**config.mk**
```make
export PLATFORM = sky130hd
export DESIGN_NAME = fetch_pcgen_ras
export DESIGN_NICKNAME = d
export VERILOG_FILES = /design/src/rtl/fetch_pcgen_ras.sv
export SDC_FILE = /design/constraint.sdc
export NUM_CORES = 1
export LEC_CHECK = 0
export BUFFER_PORTS_ARGS = -buffer_cell sky130_fd_sc_hd__buf_2
export CAP_MARGIN = 25
export CORE_MARGIN = 5
export CORE_UTILIZATION = 35
export DETAILED_ROUTE_END_ITERATION = 6
export MAX_ROUTING_LAYER = met4
export PLACE_DENSITY = 0.62
export SKIP_CTS_REPAIR_TIMING = 1
export SYNTH_ARGS = -nofsm -noshare
export SYNTH_HDL_FRONTEND = slang
export SYNTH_SLANG_ARGS = --single-unit
```
**constraint.sdc**
```tcl
create_clock -name clk -period 2.2 [get_ports clk]
set_input_delay 0.44 -clock clk [delete_from_list [all_inputs] [get_ports clk]]
set_output_delay 0.44 -clock clk [all_outputs]
set_load 0.01 [all_outputs]
```
**src/rtl/fetch_pcgen_ras.sv**
```systemverilog
// Fetch-stage next-PC generator with aligned block requests and cross-boundary fetch.
// Define FETCH_PCGEN_RAS_EN to build the return-address stack for ret prediction.
module fetch_pcgen_ras #(
  parameter int unsigned     XLEN        = 32,
  parameter int unsigned     FETCH_BYTES = 8,
  parameter int unsigned     RAS_DEPTH   = 4,
  parameter logic [XLEN-1:0] RESET_PC    = '0
) (
  input  logic                               clk,
  input  logic                               cpurst_n,
  input  logic                               fet_stall,
  input  logic                               flush_valid,
  input  logic [XLEN-1:0]                    flush_pc,
  input  logic                               pd_valid,
  input  logic [1:0]                         pd_kind,
  input  logic [XLEN-1:0]                    pd_target,
  input  logic                               pd_rv16,
  input  logic                               pd_need_next,
  output logic                               req_valid,
  input  logic                               req_ready,
  output logic [XLEN-$clog2(FETCH_BYTES)-1:0] req_addr,
  output logic                               req_cross,
  output logic [XLEN-1:0]                    pc,
  output logic                               ras_empty
);
  localparam int unsigned LOG2FB = $clog2(FETCH_BYTES);
  localparam int unsigned BW     = XLEN - LOG2FB;
  localparam logic [1:0]  KIND_SEQ  = 2'd0;
  localparam logic [1:0]  KIND_CALL = 2'd2;
  localparam logic [1:0]  KIND_RET  = 2'd3;

  if (FETCH_BYTES < 4 || FETCH_BYTES > 64 || RAS_DEPTH < 2 || RAS_DEPTH > 16) begin : g_cfg_check
    $error("fetch_pcgen_ras: unsupported FETCH_BYTES or RAS_DEPTH");
  end

  typedef enum logic [1:0] {BOOT, RUN, CROSS} state_t;

  state_t          state;
  logic [BW-1:0]   fetched_blk;
  logic            flush_pend;
  logic [XLEN-1:0] flush_tgt;

  logic [BW-1:0]   pc_blk;
  logic            accept;
  logic            port_free;
  logic            take_pd;
  logic            go_cross;
  logic [XLEN-1:0] flush_pc_al;
  logic [XLEN-1:0] link_pc;
  logic [XLEN-1:0] pd_next_pc;
  logic            ras_pop;
  logic [XLEN-1:0] ras_top_val;

  assign pc_blk      = pc[XLEN-1:LOG2FB];
  assign accept      = req_valid & req_ready;
  assign port_free   = ~req_valid | req_ready;
  assign flush_pc_al = flush_pc & ~XLEN'(1);
  assign link_pc     = pc + (pd_rv16 ? XLEN'(2) : XLEN'(4));
  // A cross-boundary request may only be launched once the port is free, keeping requests stable.
  assign go_cross    = (state == RUN) & ~flush_valid & ~fet_stall & pd_need_next & port_free;
  assign take_pd     = (state == RUN) & ~flush_valid & ~fet_stall & ~pd_need_next & pd_valid;

`ifdef FETCH_PCGEN_RAS_EN
  localparam int unsigned RW = $clog2(RAS_DEPTH);
  localparam int unsigned CW = RW + 1;

  logic [XLEN-1:0] ras_mem [RAS_DEPTH];
  logic [RW-1:0]   ras_top;
  logic [CW-1:0]   ras_cnt;
  logic            ras_push;

  assign ras_push    = take_pd & (pd_kind == KIND_CALL);
  assign ras_pop     = take_pd & (pd_kind == KIND_RET) & (ras_cnt != '0);
  assign ras_top_val = ras_mem[ras_top];

  // Circular stack: pushing at full wraps the pointer and overwrites the oldest entry.
  always_ff @(posedge clk or negedge cpurst_n) begin
    if (!cpurst_n) begin
      ras_top   <= '0;
      ras_cnt   <= '0;
      ras_empty <= 1'b1;
    end else if (ras_push) begin
      ras_top   <= ras_top + RW'(1);
      ras_empty <= 1'b0;
      if (ras_cnt != CW'(RAS_DEPTH)) ras_cnt <= ras_cnt + CW'(1);
    end else if (ras_pop) begin
      ras_top   <= ras_top - RW'(1);
      ras_cnt   <= ras_cnt - CW'(1);
      ras_empty <= (ras_cnt == CW'(1));
    end
  end

  always_ff @(posedge clk) begin
    if (ras_push) ras_mem[ras_top + RW'(1)] <= link_pc;
  end
`else
  assign ras_pop     = 1'b0;
  assign ras_top_val = '0;
  assign ras_empty   = 1'b1;
`endif

  // Target of an accepted predecoded instruction.
  always_comb begin
    pd_next_pc = pc;
    if (ras_pop)                    pd_next_pc = ras_top_val;
    else if (pd_kind == KIND_SEQ)   pd_next_pc = link_pc;
    else                            pd_next_pc = pd_target & ~XLEN'(1);
  end

  // Control FSM, PC register and registered request port.
  always_ff @(posedge clk or negedge cpurst_n) begin
    if (!cpurst_n) begin
      state       <= BOOT;
      pc          <= RESET_PC & ~XLEN'(1);
      req_valid   <= 1'b1;
      req_addr    <= RESET_PC[XLEN-1:LOG2FB];
      req_cross   <= 1'b0;
      fetched_blk <= RESET_PC[XLEN-1:LOG2FB];
      flush_pend  <= 1'b0;
      flush_tgt   <= '0;
    end else begin
      case (state)
        BOOT: begin
          if (flush_valid) pc <= flush_pc_al;
          if (req_ready) begin
            state       <= RUN;
            req_valid   <= 1'b0;
            fetched_blk <= req_addr;
          end
        end
        RUN: begin
          if (accept) fetched_blk <= req_addr;
          if (flush_valid)  pc <= flush_pc_al;
          else if (take_pd) pc <= pd_next_pc;
          if (go_cross) begin
            state     <= CROSS;
            req_valid <= 1'b1;
            req_addr  <= pc_blk + BW'(1);
            req_cross <= 1'b1;
          end else if (port_free) begin
            req_valid <= (pc_blk != (accept ? req_addr : fetched_blk));
            req_addr  <= pc_blk;
          end
        end
        CROSS: begin
          // A flush arriving while the second-half request waits is applied on acceptance.
          if (req_ready) begin
            state      <= RUN;
            req_valid  <= 1'b0;
            req_cross  <= 1'b0;
            req_addr   <= pc_blk;
            flush_pend <= 1'b0;
            if (flush_valid)     pc <= flush_pc_al;
            else if (flush_pend) pc <= flush_tgt;
          end else if (flush_valid) begin
            flush_pend <= 1'b1;
            flush_tgt  <= flush_pc_al;
          end
        end
        default: state <= BOOT;
      endcase
    end
  end
endmodule

```
# Yosys cells after proc, flatten, opt, wreduce, memory -nomap -nowiden
# Index checks and enable logic that the tools add are counted.
op_classes:
  n_bitwise: 13
  addsub: 2
  muxes: 27
  eq_ne: 11
  reduce_logical: 16
ops:
  columns: ["op", "n"]
  rows:
  - ["$mux W32", 7]
  - ["$mux W29", 5]
  - ["$pmux W29 S2", 2]
  - ["$pmux W32 S3", 1]
  - ["$add A32 B3 Y32", 1]
  - ["$add A29 B1 Y29 const B", 1]
  - ["$ne A29 B29 Y1", 1]
  - ["$reduce_and A3 Y1", 4]
  - ["$ne A3 B3 Y1 const B", 3]
  - ["$ne A2 B2 Y1 const B", 4]
  - ["$reduce_bool A2 Y1", 4]
  - ["$and A1 B1 Y1", 7]
  - ["$mux W1", 6]
  - ["$reduce_and A2 Y1", 3]
  - ["$not A1 Y1", 5]
  - ["$reduce_and A5 Y1", 1]
  - ["$logic_not A2 Y1", 2]
  - ["$mux W2", 2]
  - ["$pmux W1 S2", 2]
  - ["$pmux W2 S2", 1]
  - ["$mux W3", 1]
  - ["$reduce_bool A3 Y1", 1]
  - ["$eq A2 B1 Y1 const B", 1]
  - ["$eq A2 B2 Y1 const B", 1]
  - ["other kinds (3)", 3]
totals:
  reg_bits: 126
  wordCells: 77

# Logic depth before layout (Yosys ltp)
# Gate-level depths: netlist of the first run.
logic_depth:
  word_depth: 8
  depth_mapped: 10
  ltp_nobuf: 9

# Least setup slack after synthesis of the first run
# No wires, ideal clock.
synth_timing:
  path_type: "input-to-reg"
  startpoint: "input pd_rv16"
  endpoint: "register pc[29]"
  required_time_ps: 2074
  n_path_buf: 1
  t_arrival_ps: 2287
  slack_ps: -213
  stages: 9
  setup_time_ps: 126
  path_cell_list: "ha_1 inv_1 fa_1 nand2b_1 clkbuf_1 or4_1 nor2_1 a41oi_1 o32a_1"
synth_between:
  elab_chain_len: 6
synth_lines:
  columns: ["item", "line", "text"]
  rows:
  - ["from (decl)", "17", "input logic pd_rv16,"]
  - ["$mux W3", "58", "assign link_pc = pc + (pd_rv16 ? XLEN'(2) : XLEN'(4));"]
  - ["$add A32 B3 Y32", "58", null]
  - ["$mux W32", "106", "else if (pd_kind == KIND_SEQ) pd_next_pc = link_pc;"]
  - ["$mux W32", "134", "else if (take_pd) pc <= pd_next_pc;"]
  - ["$mux W32", "133", "if (flush_valid) pc <= flush_pc_al;"]
  - ["$pmux W32 S3", "122", "case (state)"]
  - ["to (signal assigned)", "124", "if (flush_valid) pc <= flush_pc_al;"]
  - ["to (signal assigned)", "133", null]
  - ["to (signal assigned)", "134", null]
  - ["to (decl)", "23", "output logic [XLEN-1:0] pc,"]
# No other way between the ends. The select of a mux whose other input is x is not followed.
# A chain may end at the register's enable or synchronous reset.

# Final worst setup path of the first run
layout_timing:
  startpoint: "register pc[1]"
  endpoint: "register pc[17]"
layout_between:
  elab_chain_len: 5
layout_lines:
  columns: ["item", "line", "text"]
  rows:
  - ["from (signal assigned)", "114", "pc <= RESET_PC & ~XLEN'(1);"]
  - ["from (signal assigned)", "124", null]
  - ["from (signal assigned)", "133", null]
  - ["$add A32 B3 Y32", "58", null]
  - ["$mux W32", "106", null]
  - ["$mux W32", "134", null]
  - ["$mux W32", "133", null]
  - ["$pmux W32 S3", "122", null]
# No other way between the ends. The select of a mux whose other input is x is not followed.

==> impl_metrics.yaml, run 1 <==
worst_setup_path:
  crit_path_end_kind: "flip-flop"
  critical_path_class: "flip-flop to flip-flop"
  path_max_fanout: 7
  crit_path_start_kind: "flip-flop"
  cp.arrival_ps: 2530
  cp.required_ps: 2550
run_status:
  status: "complete, no violations"
power_and_ir_drop:
  finalPower_w: 0.0168
  leakagePower_nw: 4.74
  p_per_area_mw_per_mm2: 1580
  ir_worst_vdd_v: 0.000635
sta:
  finalCriticalPeriod_ps: 2180
  finalMaxSlewViolations: 0
  setup_violations: 0
  period_share_pct: 99.3
  skew_ps: 9.18
  fmax_ghz: 0.458
  fin_tns_setup_ps: 0
  hold_viol: 0
  rsz0062_at_grt: "true"
  fin_ws_ps: 16.5
route:
  met1Wirelength_mm: 13.5
  drt_pre_antenna_iters: 5
  dr_total_vias: 7755
  wl_met3_mm: 1.97
  ant_nets: 0
  wl_mm: 28.9
  highest_layer: "met4"
  avgRoutedWirePerCell_um: 21.0
  drc: 0
  viasPerCell: 5.62
  dr.first_iter.drc_count: 646
  wl_met2_mm: 13.0
cts:
  cts_tree: "yes"
  cts_htree_levels: 4
  clock-sinks: 125
  clkTransAtPathRegs_ps: 60
  max-clock-path-buffers: 2
  cts_root_buffer: "clkbuf_16"
  clk_latency_ps: 430
  cts-buffers-inserted: 17
logic_synthesis:
  synthArstFlopShare_pct: 100
  synth_edf_count: 0
  synthTopCellsByArea: "dfrtp_1, mux2_2, xnor2_1, o21ai_0, nand2_1"
  synth-main-ff-cell: "dfrtp_1"
  synth_top_cell_area_share_pct: 38.6
  synth_seq_area_share_pct: 39.0
  ys_seq_elements: 125
  synth_top_area_cell: "dfrtp_1"
  syn_avg_cell_area_um2: 9.19
  netlist_instances: 874
  synth_cell_type_count: 81
  synth_warnings: 0
  synth.net_count: 957
  netlist_area_mm2: 0.00803
placement:
  gp_congestion: 0.920
  place_ws_ps: -238
  place.port_buffers: 133
  hpwlAfterDp_mm: 22.0
grt:
  grt_antenna_before_repair: 0
  first_global_vias: 7545
  grt_start_max_net_pins: 59
  overflow: 0
  grt_usage_pct: 22.6
  grt_pass1_wl_mm: 44.6
floorplan:
  io-pin-count: 138
  start_util_pct: 35.5
  die_h_um: 161
  core-area_mm2: 0.0226
  die_w_um: 161
  design.die.area_mm2: 0.0261
  core.rowCount: 55
final_layout:
  syn2layout_area_growth_pct: 32.6
  antenna_cells: 0
  drive_gt1_share_pct: 37.5
  fin_nets: 1165
min_path:
  hp-class: "input pin to flip-flop"
run:
  drv_cap: 0
## per-stage QoR
stage	utilization, %	area (um2)	instances	hold WS, ps
final	47.1	10700	1380	265
after global placement	43.3	9800	1340	404
after floorplan	-	8070	874	144
after detailed placement	43.3	9800	1340	411
after CTS	46.2	10500	1372	-50.2
after global routing	47.1	10700	1380	265
## registers in the layout (all words and copies together) (netlist names)
name / count
state: 2
pc: 31
fetched_blk: 29
req_valid: 1
req_cross: 1
flush_pend: 1
flush_tgt: 31
req_addr: 29
## critical path: stages, from the launching register on
cell      delay [ps]
dfrtp_1          380
ha_4             150
inv_2             30
fa_2             330
nand2b_4         180
nor4_4           210
buf_4            210
a31o_2           150
a21oi_1           60
o311a_1          290
o22ai_1          100
## synth_stat cells (10+ instances only)
| cell | number |
|---|---|
| o221ai_1 | 11 |
| inv_1 | 34 |
| clkbuf_1 | 38 |
| nor3_1 | 12 |
| buf_1 | 11 |
| mux2i_1 | 22 |
| nor2_1 | 42 |
| a21oi_1 | 31 |
| a221oi_1 | 12 |
| nand3_1 | 18 |
| xnor2_1 | 47 |
| o22ai_1 | 15 |
| xor2_1 | 21 |
| a32oi_1 | 11 |
| dfrtp_1 | 124 |
| nand2_1 | 91 |
| nand4_1 | 21 |
| o21ai_0 | 80 |
| nor4_1 | 10 |
| mux2_2 | 58 |
| buf_2 | 23 |
## final timing paths
check	start	end	slack [ps]	depth (start not counted)
max	pc[1]	pc[17]	20	10
max reg2reg	pc[1]	pc[17]	20	10
min	flush_pc[3]	flush_tgt[3]	270	2
max in group asynchronous	cpurst_n	pc[17]	1040	3
min in group asynchronous	cpurst_n	req_addr[0]	490	2
min reg2reg	flush_tgt[1]	flush_tgt[1]	500	1
## final cells by class
cell class | instances | area (um2)
well taps | 285 | 357
flip-flops and latches | 125 | 3130
repair buffers | 268 | 1780
clock inverters | 13 | 213
inverters | 36 | 135
multi-input cells | 634 | 4590
fillers | 2151 | 12000
clock buffers | 19 | 443
## cells by family after synthesis
group / after synthesis / synth area share (%)
mux: 80 / 10.9
compound gates: 230 / 19.0
fa+ha+maj: 9 / 1.50
buf+inv: 115 / 6.15
flops: 125 / 39.0
xor+xnor: 68 / 7.41
simple gates: 245 / 16.0
other cells: 2 / 0.0935
## routing by layer
metal | vias to the layer above | GRT usage, %
met5 | - | -
met4 | 0 | 6.17
met3 | 40 | 3.88
met2 | 348 | 33.1
met1 | 3764 | 32.5
li1 | 3603 | -
## power by group
part	total, W	internal [W]	switching [W]
Clock	0.00316	0.00205	0.00112
Combinational	0.00914	0.00403	0.00511
Sequential	0.00449	0.00346	0.00104
## cells in the final DEF, fill, tap and decap left out, types with 5 or more instances in the layout
cell type,n
o221ai_1,10
nand4_1,21
a22o_1,5
o211ai_1,7
o22ai_1,15
xor2_1,21
o21ai_0,77
and4_1,7
buf_12,8
inv_1,32
a32oi_1,11
nand3_1,18
bufinv_16,5
xnor2_1,47
a22oi_1,5
mux2_2,58
nor4_1,6
dfrtp_1,121
nor3_1,11
buf_2,132
a211oi_1,7
a221oi_1,11
a21oi_1,29
buf_4,127
nor2_1,39
nand2_1,90
clkbuf_16,17
mux2i_1,21
or3_1,5
a31oi_1,6
(Power assumes the default switching activity.)
==> run 2: changes to the inputs <==
Settings changed: PLACE_DENSITY 0.62 to unset.
==> run 2 against run 1 <==
Against the previous run: the flow now finishes with violations (hold timing, setup timing); utilization decreased by 0.077 points; clock power decreased by 8.5%; sequential power about the same; via count increased by 0.52%; final area decreased by 0.16%; die area unchanged; global-route usage increased by 0.50 points; fmax decreased by 2.2%; clock skew about the same; critical endpoint is now pc[29]; largest cell class unchanged.
==> impl_metrics.yaml, run 2 (same netlist as run 1, synthesis figures left out) <==
worst_setup_path:
  reg2reg_setup_slack_ps: -30
  crit_path_start_kind: "flip-flop"
  r2r_end: "pc[29]"
  critical_path_class: "flip-flop to flip-flop"
  crit_path_end_kind: "flip-flop"
  cp.required_ps: 2510
  reg2reg_from: "pc[1]"
  ff2ff_path_depth: 8
  path_max_fanout: 4
  cp.arrival_ps: 2540
floorplan:
  core-area_mm2: 0.0226
  io-pin-count: 138
  start_util_pct: 35.5
  die_h_um: 161
  die_w_um: 161
  design.die.area_mm2: 0.0261
  core.rowCount: 55
sta:
  worst_slew_pin_slew_ps: 500
  hold_viol: 29
  finalMaxSlewViolations: 0
  finalCriticalPeriod_ps: 2230
  fin_ws_ps: -32.5
  period_share_pct: 101
  fin_tns_setup_ps: -32.5
  fmax_ghz: 0.448
  whs_ps: -21.9
  max_slew_margin_pct: 66.6
  skew_ps: 9.51
  setup_violations: 1
  rsz0062_at_grt: "true"
final_layout:
  reg_top3: "flush_tgt x31, pc x31"
  syn2layout_area_growth_pct: 32.4
  fin_nets: 1153
  layout_commonest_cell: "buf_2"
  final_area_mm2: 0.0106
  most-common-layout-cells: "buf_2, dfrtp_1, buf_4"
  drive_gt1_share_pct: 37.3
  antenna_cells: 0
route:
  ant_nets: 0
  drt_pre_antenna_iters: 5
  avgRoutedWirePerCell_um: 21.6
  wl_mm: 29.5
  viasPerCell: 5.70
  dr.first_iter.drc_count: 613
  dr_total_vias: 7795
  drc: 0
power_and_ir_drop:
  leakagePower_nw: 4.68
  p_per_area_mw_per_mm2: 1580
  ir_worst_vdd_v: 0.000619
placement:
  gp_congestion: 0.982
  place_ws_ps: -232
  place_area_mm2: 0.00979
  place.port_buffers: 133
  hpwlAfterDp_mm: 22.5
run_status:
  violations: "hold timing, setup timing"
  status: "complete, but fails checks"
cts:
  cts-buffers-inserted: 17
  clkTransAtPathRegs_ps: 60
  cts_tree: "yes"
  clk_latency_ps: 430
  clock-sinks: 125
  cts_root_buffer: "clkbuf_16"
  max-clock-path-buffers: 2
  cts_htree_levels: 4
grt:
  grt_start_max_net_pins: 59
  overflow: 0
  first_global_vias: 7697
  grt_pass1_wl_mm: 45.5
  grt_antenna_before_repair: 0
  grt_usage_pct: 23.2
min_path:
  hp-class: "input pin to async pin"
run:
  drv_cap: 0
run 2: cell count changes in the layout (fill, tap and decap cells not counted), moves of 3 or more:
cell	change
buf_4	-18
a221oi_2	+3
o21ai_1	+3
buf_6	+4
o21ai_0	-3
a221oi_1	-3
run 2: critical path, cell delays in order, from the launching register on:
cell      delay, ps
dfrtp_1         390
ha_4            150
inv_2            30
fa_2            340
nand2b_4        180
or4_4           450
nor2_4          140
a41oi_2         120
o32a_1          310
run 2: stage by stage:
stage	cells	utilization [%]	hold WS [ps]	total power, W
2_1_floorplan	874	-	144	0.00951
3_3_place_gp	1335	43.2	443	0.0133
3_5_place_dp	1335	43.2	444	0.0134
4_1_cts	1367	45.9	-11.0	0.0164
5_1_grt	1368	47.0	6.48	0.0179
6_report	1368	47.0	-21.9	0.0168
run 2: metal layers:
metal	up-vias	share of wire, %	global-route usage [%]
li1	3581	-	-
met1	3812	45	31.9
met2	345	46	34.9
met3	57	6.6	4.06
met4	0	2.4	7.17
met5	-	0	-
run 2: report_power, final:
part	switching (W)	internal (W)	total, W
Sequential	0.00102	0.00345	0.00447
Clock	0.00109	0.00180	0.00289
Combinational	0.00529	0.00417	0.00946
Total	0.00740	0.00943	0.0168
run 2: worst max path at each step:
stage / start / slack (ps) / endpoint / cells past startpoint
6_report: pc[1] / -30 / pc[29] / 8
3_3_place_gp: pd_rv16 / -200 / pc[29] / 9
2_1_floorplan: pc[1] / -110 / pc[31] / 10
5_1_grt: pc[1] / -120 / pc[29] / 8
4_1_cts: req_valid / -80 / req_valid / 6
3_5_place_dp: pd_rv16 / -230 / pc[29] / 9
run 2: cell type report:
| cell class | count | area (um2) |
|---|---|---|
| Sequential cell | 125 | 3130 |
| Timing Repair Buffer | 255 | 1720 |
| Fill cell | 2180 | 12000 |
| Clock buffer | 21 | 450 |
| Inverter | 36 | 135 |
| Tap cell | 285 | 357 |
| Multi-Input combinational cell | 635 | 4700 |
| Clock inverter | 11 | 143 |
